===== src/rtl/conv_pkg.sv =====
// Shared types and arithmetic helpers for the streaming convolution engine.
// CONV_SAT_EN selects saturating narrowing; otherwise results wrap.
package conv_pkg;

  localparam int MODE_FIR    = 0;
  localparam int MODE_ENERGY = 1;
  localparam int NARROW_W    = 128;

  typedef enum logic [1:0] {
    ST_IDLE = 2'd0,
    ST_MAC  = 2'd1,
    ST_OUT  = 2'd2
  } state_t;

  function automatic int acc_width(input int dw, input int cw, input int taps);
    return dw + cw + $clog2(taps);
  endfunction

  // Round half up and shift, then fit into out_w bits (clamp or wrap).
  function automatic logic signed [NARROW_W-1:0] narrow(
    input logic signed [NARROW_W-1:0] acc,
    input int                         shift,
    input int                         out_w
  );
    logic signed [NARROW_W-1:0] v, one;
`ifdef CONV_SAT_EN
    logic signed [NARROW_W-1:0] hi, lo;
`endif
    one = {{(NARROW_W-1){1'b0}}, 1'b1};
    v   = acc;
    if (shift > 0) v = (v + (one <<< (shift - 1))) >>> shift;
`ifdef CONV_SAT_EN
    hi = (one <<< (out_w - 1)) - one;
    lo = -hi - one;
    if (v > hi)      v = hi;
    else if (v < lo) v = lo;
`else
    v = (v <<< (NARROW_W - out_w)) >>> (NARROW_W - out_w);
`endif
    return v;
  endfunction

endpackage


===== src/rtl/conv_mac.sv =====
// Registered signed multiply-accumulate; i_sq squares i_a instead of i_a*i_b.
// o_sum is the accumulator plus the current product, ready before the edge.
module conv_mac #(
  parameter int A_W   = 16,
  parameter int B_W   = 16,
  parameter int ACC_W = 35
) (
  input  logic                    clk,
  input  logic                    rst,
  input  logic                    i_clr,
  input  logic                    i_en,
  input  logic                    i_sq,
  input  logic signed [A_W-1:0]   i_a,
  input  logic signed [B_W-1:0]   i_b,
  output logic signed [ACC_W-1:0] o_sum
);
  localparam int M_W = (A_W > B_W) ? A_W : B_W;

  logic signed [M_W-1:0]   w_a, w_b;
  logic signed [2*M_W-1:0] w_prod;
  logic signed [ACC_W-1:0] r_acc;

  assign w_a    = M_W'(i_a);
  assign w_b    = i_sq ? M_W'(i_a) : M_W'(i_b);
  assign w_prod = (2*M_W)'(w_a) * (2*M_W)'(w_b);
  assign o_sum  = r_acc + ACC_W'(w_prod);

  always_ff @(posedge clk or posedge rst) begin
    if (rst)        r_acc <= '0;
    else if (i_clr) r_acc <= '0;
    else if (i_en)  r_acc <= o_sum;
  end
endmodule


===== src/rtl/conv_stream_fir.sv =====
// Streaming FIR / windowed-energy engine: history, coefficient bank, FSM and one MAC.
// Narrowing saturates when CONV_SAT_EN is defined, wraps otherwise.
module conv_stream_fir
  import conv_pkg::*;
#(
  parameter int DATA_W    = 16,
  parameter int COEF_W    = 16,
  parameter int TAPS      = 8,
  parameter int OUT_W     = 32,
  parameter int OUT_SHIFT = 14,
  parameter int MODE      = 0
) (
  input  logic                     CLK,
  input  logic                     RST,
  input  logic                     in_valid,
  output logic                     in_ready,
  input  logic [DATA_W-1:0]        input_data,
  input  logic                     in_parity,
  input  logic                     coef_we,
  input  logic [$clog2(TAPS)-1:0]  coef_addr,
  input  logic [COEF_W-1:0]        coef_data,
  output logic                     coef_err,
  input  logic                     flush,
  output logic                     out_valid,
  input  logic                     out_ready,
  output logic [OUT_W-1:0]         output_data,
  output logic                     parity,
  output logic                     busy
);
  localparam int IW    = $clog2(TAPS);
  localparam int ACC_W = acc_width(DATA_W, COEF_W, TAPS);
  localparam int SHIFT = (MODE == MODE_ENERGY) ? 0 : OUT_SHIFT;
  localparam logic [COEF_W-1:0] COEF_UNITY = {{(COEF_W-1){1'b0}}, 1'b1} << OUT_SHIFT;

  state_t                       r_state, w_state_nxt;
  logic [TAPS-1:0][DATA_W-1:0]  r_hist;
  logic [TAPS-1:0][COEF_W-1:0]  r_coef;
  logic [IW-1:0]                r_idx;
  logic                         r_in_ready, r_out_valid, r_parity, r_coef_err;
  logic [OUT_W-1:0]             r_out;
  logic                         r_pend_vld;
  logic [IW-1:0]                r_pend_addr;
  logic [COEF_W-1:0]            r_pend_data;

  logic w_accept, w_last, w_hs_out, w_mac_en, w_coef_wr, w_coef_drop;
  logic signed [ACC_W-1:0]    w_sum;
  logic signed [NARROW_W-1:0] w_narrow;
  logic                       w_unused_hi;

  always_ff @(posedge CLK or posedge RST) begin
    if (RST) r_state <= ST_IDLE;
    else     r_state <= w_state_nxt;
  end

  always_comb begin
    w_state_nxt = r_state;
    case (r_state)
      ST_IDLE: if (w_accept) w_state_nxt = ST_MAC;
      ST_MAC:  if (w_last)   w_state_nxt = ST_OUT;
      ST_OUT:  if (w_hs_out) w_state_nxt = ST_IDLE;
      default:               w_state_nxt = ST_IDLE;
    endcase
  end

  always_comb begin
    w_accept    = 1'b0;
    w_last      = 1'b0;
    w_hs_out    = 1'b0;
    w_mac_en    = 1'b0;
    w_coef_wr   = 1'b0;
    w_coef_drop = 1'b0;
    case (r_state)
      ST_IDLE: begin
        w_accept  = in_valid & r_in_ready;
        w_coef_wr = coef_we;
      end
      ST_MAC: begin
        w_mac_en    = 1'b1;
        w_last      = (r_idx == IW'(TAPS - 1));
        w_coef_drop = coef_we;
      end
      ST_OUT: begin
        w_hs_out    = r_out_valid & out_ready;
        w_coef_drop = coef_we;
      end
      default: ;
    endcase
  end

  conv_mac #(.A_W(DATA_W), .B_W(COEF_W), .ACC_W(ACC_W)) u_mac (
    .clk   (CLK),
    .rst   (RST),
    .i_clr (w_accept),
    .i_en  (w_mac_en),
    .i_sq  (MODE == MODE_ENERGY),
    .i_a   ($signed(r_hist[r_idx])),
    .i_b   ($signed(r_coef[r_idx])),
    .o_sum (w_sum)
  );

  assign w_narrow    = narrow(NARROW_W'(w_sum), SHIFT, OUT_W);
  assign w_unused_hi = ^w_narrow[NARROW_W-1:OUT_W];

  always_ff @(posedge CLK or posedge RST) begin
    if (RST) begin
      r_hist      <= '0;
      r_coef      <= '0;
      r_coef[0]   <= COEF_UNITY;
      r_idx       <= '0;
      r_in_ready  <= 1'b0;
      r_out_valid <= 1'b0;
      r_parity    <= 1'b0;
      r_coef_err  <= 1'b0;
      r_out       <= '0;
      r_pend_vld  <= 1'b0;
      r_pend_addr <= '0;
      r_pend_data <= '0;
    end else begin
      r_in_ready <= (w_state_nxt == ST_IDLE);
      r_coef_err <= w_coef_drop;

      if (w_accept) begin
        r_hist   <= flush ? {{((TAPS-1)*DATA_W){1'b0}}, input_data}
                          : {r_hist[TAPS-2:0], input_data};
        r_parity <= in_parity;
        r_idx    <= '0;
      end else if (r_state == ST_IDLE && flush) begin
        r_hist <= '0;
      end

      if (w_mac_en) r_idx <= r_idx + IW'(1);

      if (w_last) begin
        r_out       <= w_narrow[OUT_W-1:0];
        r_out_valid <= 1'b1;
      end else if (w_hs_out) begin
        r_out_valid <= 1'b0;
      end

      // A write coinciding with an accept is parked so the sample in flight keeps the old bank.
      if (w_coef_wr) begin
        if (w_accept) begin
          r_pend_vld  <= 1'b1;
          r_pend_addr <= coef_addr;
          r_pend_data <= coef_data;
        end else begin
          r_coef[coef_addr] <= coef_data;
        end
      end
      if (w_hs_out && r_pend_vld) begin
        r_coef[r_pend_addr] <= r_pend_data;
        r_pend_vld          <= 1'b0;
      end
    end
  end

  assign in_ready    = r_in_ready;
  assign out_valid   = r_out_valid;
  assign output_data = r_out;
  assign parity      = r_parity;
  assign coef_err    = r_coef_err;
  assign busy        = (r_state != ST_IDLE);
endmodule


===== config.mk =====
export PLATFORM = sky130hd
export DESIGN_NAME = conv_stream_fir
export DESIGN_NICKNAME = d
export VERILOG_FILES = /design/src/rtl/conv_pkg.sv /design/src/rtl/conv_mac.sv /design/src/rtl/conv_stream_fir.sv
export SDC_FILE = /design/constraint.sdc
export NUM_CORES = 2
export LEC_CHECK = 0
export ABC_AREA = 0
export ABC_CLOCK_PERIOD_IN_PS = 13000
export CORE_MARGIN = 3
export CORE_UTILIZATION = 29
export DETAILED_ROUTE_END_ITERATION = 10
export SYNTH_ARGS = -nofsm -noshare
export SYNTH_HDL_FRONTEND = slang
export SYNTH_SLANG_ARGS = --single-unit

===== constraint.sdc =====
create_clock -name CLK -period 13 [get_ports CLK]
set_input_delay 1.3 -clock CLK [delete_from_list [all_inputs] [get_ports CLK]]
set_output_delay 1.3 -clock CLK [all_outputs]
set_load 0.005 [all_outputs]

==> results.rst <==
.. list-table::
   :header-rows: 1

   * - Metric
     - Value
   * - Worst-Margin Slew
     - 1.309 ns
   * - CP Data Required Time
     - 13.44 ns
   * - Count of flip-flops with a built-in enable after synthesis
     - 0
   * - Worst Hold Depth
     - 2
   * - Clock skew
     - 0.04043 ns
   * - Number of global-route vias before repair
     - 20564
   * - Worst Path Arrival
     - 10.43 ns
   * - Hold wc startpoint
     - output_data[9]
   * - Height of the die
     - 316.1 um
   * - Finished layout cell area
     - 31280 um^2
   * - Warnings, synthesis
     - 0
   * - CP top delay family
     - adder cells
   * - Pin count of the biggest net entering global routing
     - 148
   * - Most instantiated flip-flop cell in the synthesis netlist
     - dfrtp_1
   * - Gate Count Post-Synth
     - 2675
   * - CTS Buffer Depth
     - 3
   * - Mean instance size in the synthesized netlist
     - 10.43 um^2
   * - Slowest Stage Delay on Critical Path
     - 1.04 ns
   * - CP most frequent cell
     - fa_1
   * - Setup crit start kind
     - register
   * - Via count
     - 19205
   * - List of cells traversed by the critical path
     - buf_4 -> mux4_2 -> mux2i_1 -> inv_1 -> nor2_1 -> fa_1 -> fa_1 -> fa_1 -> fa_1 -> fa_1 -> inv_1 -> fa_1 -> inv_1 -> ha_1 -> a21oi_1 -> nor2b_1 -> a221o_1 -> nor3_1 -> nand3_1 -> or4b_4 -> or2_1 -> nor4_2 -> nor3_1 -> a221o_1
   * - Clock transition time at the flip-flop clock pins of the worst setup and hold paths
     - 0.06 ns
   * - Number of primary I/O pins
     - 79
   * - Count of nets after finishing
     - 3129
   * - Outcome
     - complete, no violations
   * - Synthesized area
     - 27890 um^2
   * - Clock tree from TritonCTS
     - built
   * - Accumulated negative setup slack
     - 0 ns
   * - Unrepaired setup endpoints after global routing
     - no
   * - Number of cell instances on the worst register-to-register path
     - 24
   * - Weighted congestion at the end of routability-driven global placement
     - 0.8332
   * - Share of the cycle needed by the critical path after routing
     - 76.90%
   * - Register-to-register setup slack
     - 3.00 ns
   * - Proportion of layout cells with a drive suffix above 1
     - 9.458%
   * - Worst Path Max Fanout
     - 46
   * - Number of different library cells in the post-synthesis netlist
     - 74
   * - Area of the placeable core
     - 95150 um^2
   * - Area of the die
     - 99940 um^2
   * - Initial cell density of the core
     - 29.31%
   * - Sequential cell area fraction in the yosys report
     - 30.69%
   * - CTS Root Buffer Type
     - clkbuf_16
   * - Buffers inserted by post-CTS timing repair
     - 0
   * - Number of sinks driven by the clock tree
     - 342
   * - Global-route usage over all layers
     - 14.91%
   * - Cell area reported after detailed placement
     - 29970 um^2
   * - Total CTS buffers
     - 40
   * - Min Tclk post-route
     - 9.997 ns
   * - Endpoint of the most critical register-to-register path
     - output_data[16]
   * - Total wire length after detailed routing
     - 72.17 mm
   * - Slowest stage cell on the critical path
     - dfrtp_4
   * - Hpwl dp
     - 51.15 mm
   * - Headroom to the max-slew limit
     - 10.23%
   * - Pins Over Slew Limit
     - 0
   * - Filler cell count
     - 9574
   * - Max H-tree Level
     - 2
   * - Number of DRC violations after detailed routing
     - 0
   * - Final hold violation count
     - 0
   * - Buffers & Inverters on Critical Path
     - 4
   * - Skew-Pair Late Insertion Delay
     - 0.58 ns
   * - PostCTS Resize Cnt
     - 0
   * - Post-detailed-route wirelength per cell
     - 18.21 um
   * - Worst Hold Path EP
     - output_data[9]
   * - Maximum achievable frequency
     - 100.0 MHz
   * - Kind of end point of the critical path
     - register
   * - Count of input and output buffers
     - 78
   * - CP Depth
     - 24
   * - Starting DRC count in detailed routing
     - 1242
   * - Start of the worst register-to-register path
     - r_idx[0]
   * - Proportion of register bits with asynchronous set or reset after synthesis
     - 100.0%
   * - Post-synthesis sequential element count
     - 342
   * - Remaining global-route overflow
     - 0
   * - Number of failing setup endpoints in the final timing report
     - 0
   * - Hold-fix buffers at CTS
     - 0
   * - Number of max-cap violations
     - 0
   * - Layout Area Growth over Synthesis
     - 12.15%
   * - Vias per cell
     - 4.846
   * - Number of nets still failing antenna checks after routing
     - 0
   * - Antenna violations before repair
     - 4
   * - Horizontal die dimension
     - 316.1 um
   * - Wire length of the first global-routing pass
     - 117.4 mm
   * - Number of core rows
     - 113
   * - Synthesized net count
     - 3138
   * - Worst min-delay path category
     - reg -> reg
   * - Worst Path Class, Setup
     - reg -> reg
   * - DR pass1 iterations
     - 6
synthesized netlist by cell type, types with 21 or more instances:
library cell,n,area share [%]
nand3_1,21,0.38
nor2_1,201,2.7
xnor2_1,34,1.1
clkbuf_1,122,1.6
dfrtp_1,341,31
mux2_2,46,1.9
inv_1,369,5.0
fa_1,310,22
a21oi_1,37,0.66
mux2i_1,178,6.4
nand2_1,310,4.2
ha_1,111,5.0
a22o_1,128,4.0
mux4_2,64,5.2
buf_1,34,0.46
o21ai_0,161,2.9
kinds of logic (layout without fill, tap and decap cells):
logic type	count (synthesis)	after routing	synth area share (%)
other cells	0	2	0
fa+ha+maj	421	421	27.23
xor+xnor	45	45	1.440
simple gates	631	631	9.703
compound gates	409	409	10.12
buf+inv	539	560	7.406
flops	342	342	30.69
mux	288	288	13.41
worst max path at each step:
stage / from / end / slack (ns)
CTS: r_idx[0] / output_data[16] / 3.02
global route: r_idx[0] / output_data[16] / 2.24
detailed placement: r_idx[0] / output_data[16] / 3.10
finish: r_idx[0] / output_data[16] / 3.00
global placement: r_idx[0] / output_data[16] / 3.32
floorplan: RST / coef_err / 2.22
cell type report:
class,count,area [um^2],area share [%]
flip-flops and latches,342,8566,27.38
diodes,2,5.005,0.01600
repair buffers,119,1101,3.520
inverters,369,1393,4.452
multi-input cells,1794,17320,55.38
well taps,1265,1583,5.060
clock inverters,14,162.7,0.5200
clock buffers,58,1149,3.672
state kept, by name (all words and copies together), names as in the netlist:
signal and count:
coef_err 1, in_ready 1, out_valid 1, output_data 22
parity 1, r_coef 128, r_hist 128, r_idx 3
r_pend_addr 3, r_pend_data 16, r_pend_vld 1, r_state 2
u_mac.r_acc 35
cell usage in the layout (no fill, tap or decap), types with 4 or more instances in the layout:
cell and instances:
inv_1 368, dfrtp_1 338, nand2_1 310, fa_1 310, nor2_1 194, mux2i_1 177, o21ai_0 161, a22o_1 128
ha_1 110, clkdlybuf4s50_1 78, mux4_2 64, mux2_2 46, clkbuf_16 40, buf_4 40, a21oi_1 36, xnor2_1 34
nand3_1 20, nor3_1 16, nand2b_1 15, a21o_1 13, and2_1 12, a211oi_1 12, and3_1 10, xor2_1 10
clkbuf_1 10, o211ai_1 8, nand4_1 8, clkbuf_8 8, clkinv_2 8, nor2b_1 7, nor2_2 7, nand3b_1 6
o21a_1 4, a221o_1 4
routing by layer:
metal  wire [um]  vias to the layer above  part of all wire, %  global-route usage (%)
li1            -                     8815                    -                       -
met1       30640                     9828                   42                   19.44
met2       35720                      451                   49                   25.59
met3        3779                      107                  5.2                   2.372
met4        2002                        4                  2.8                   4.273
met5          27                        -                0.037                       0
metrics by stage:
step           hold WS [ns]  std cells  util, %  worst slack, ns
2_1_floorplan        0.4678       2675        -            2.222
3_3_place_gp         0.4663       3889    31.49            3.316
3_5_place_dp         0.4704       3889    31.49            3.099
4_1_cts              0.4831       3961    32.87            3.024
5_1_grt              0.5140       3962    32.87            2.240
6_report             0.4760       3963    32.87            3.003
worst register-to-register path: cells and delay by family, from the launching register on:
| family | cells | cell delay, ns |
|---|---|---|
| AND/OR/NAND/NOR | 8 | 2.20 |
| multiplexers | 2 | 1.53 |
| buffers and inverters | 4 | 0.95 |
| adder cells (fa/ha/maj) | 7 | 3.23 |
| flip-flops | 1 | 1.04 |
| AO/OA/AOI/OAI | 3 | 0.91 |
Power is left out: the tool's default activity adds up to more than one toggle a clock period on the data nets, which glitch-free logic cannot reach.
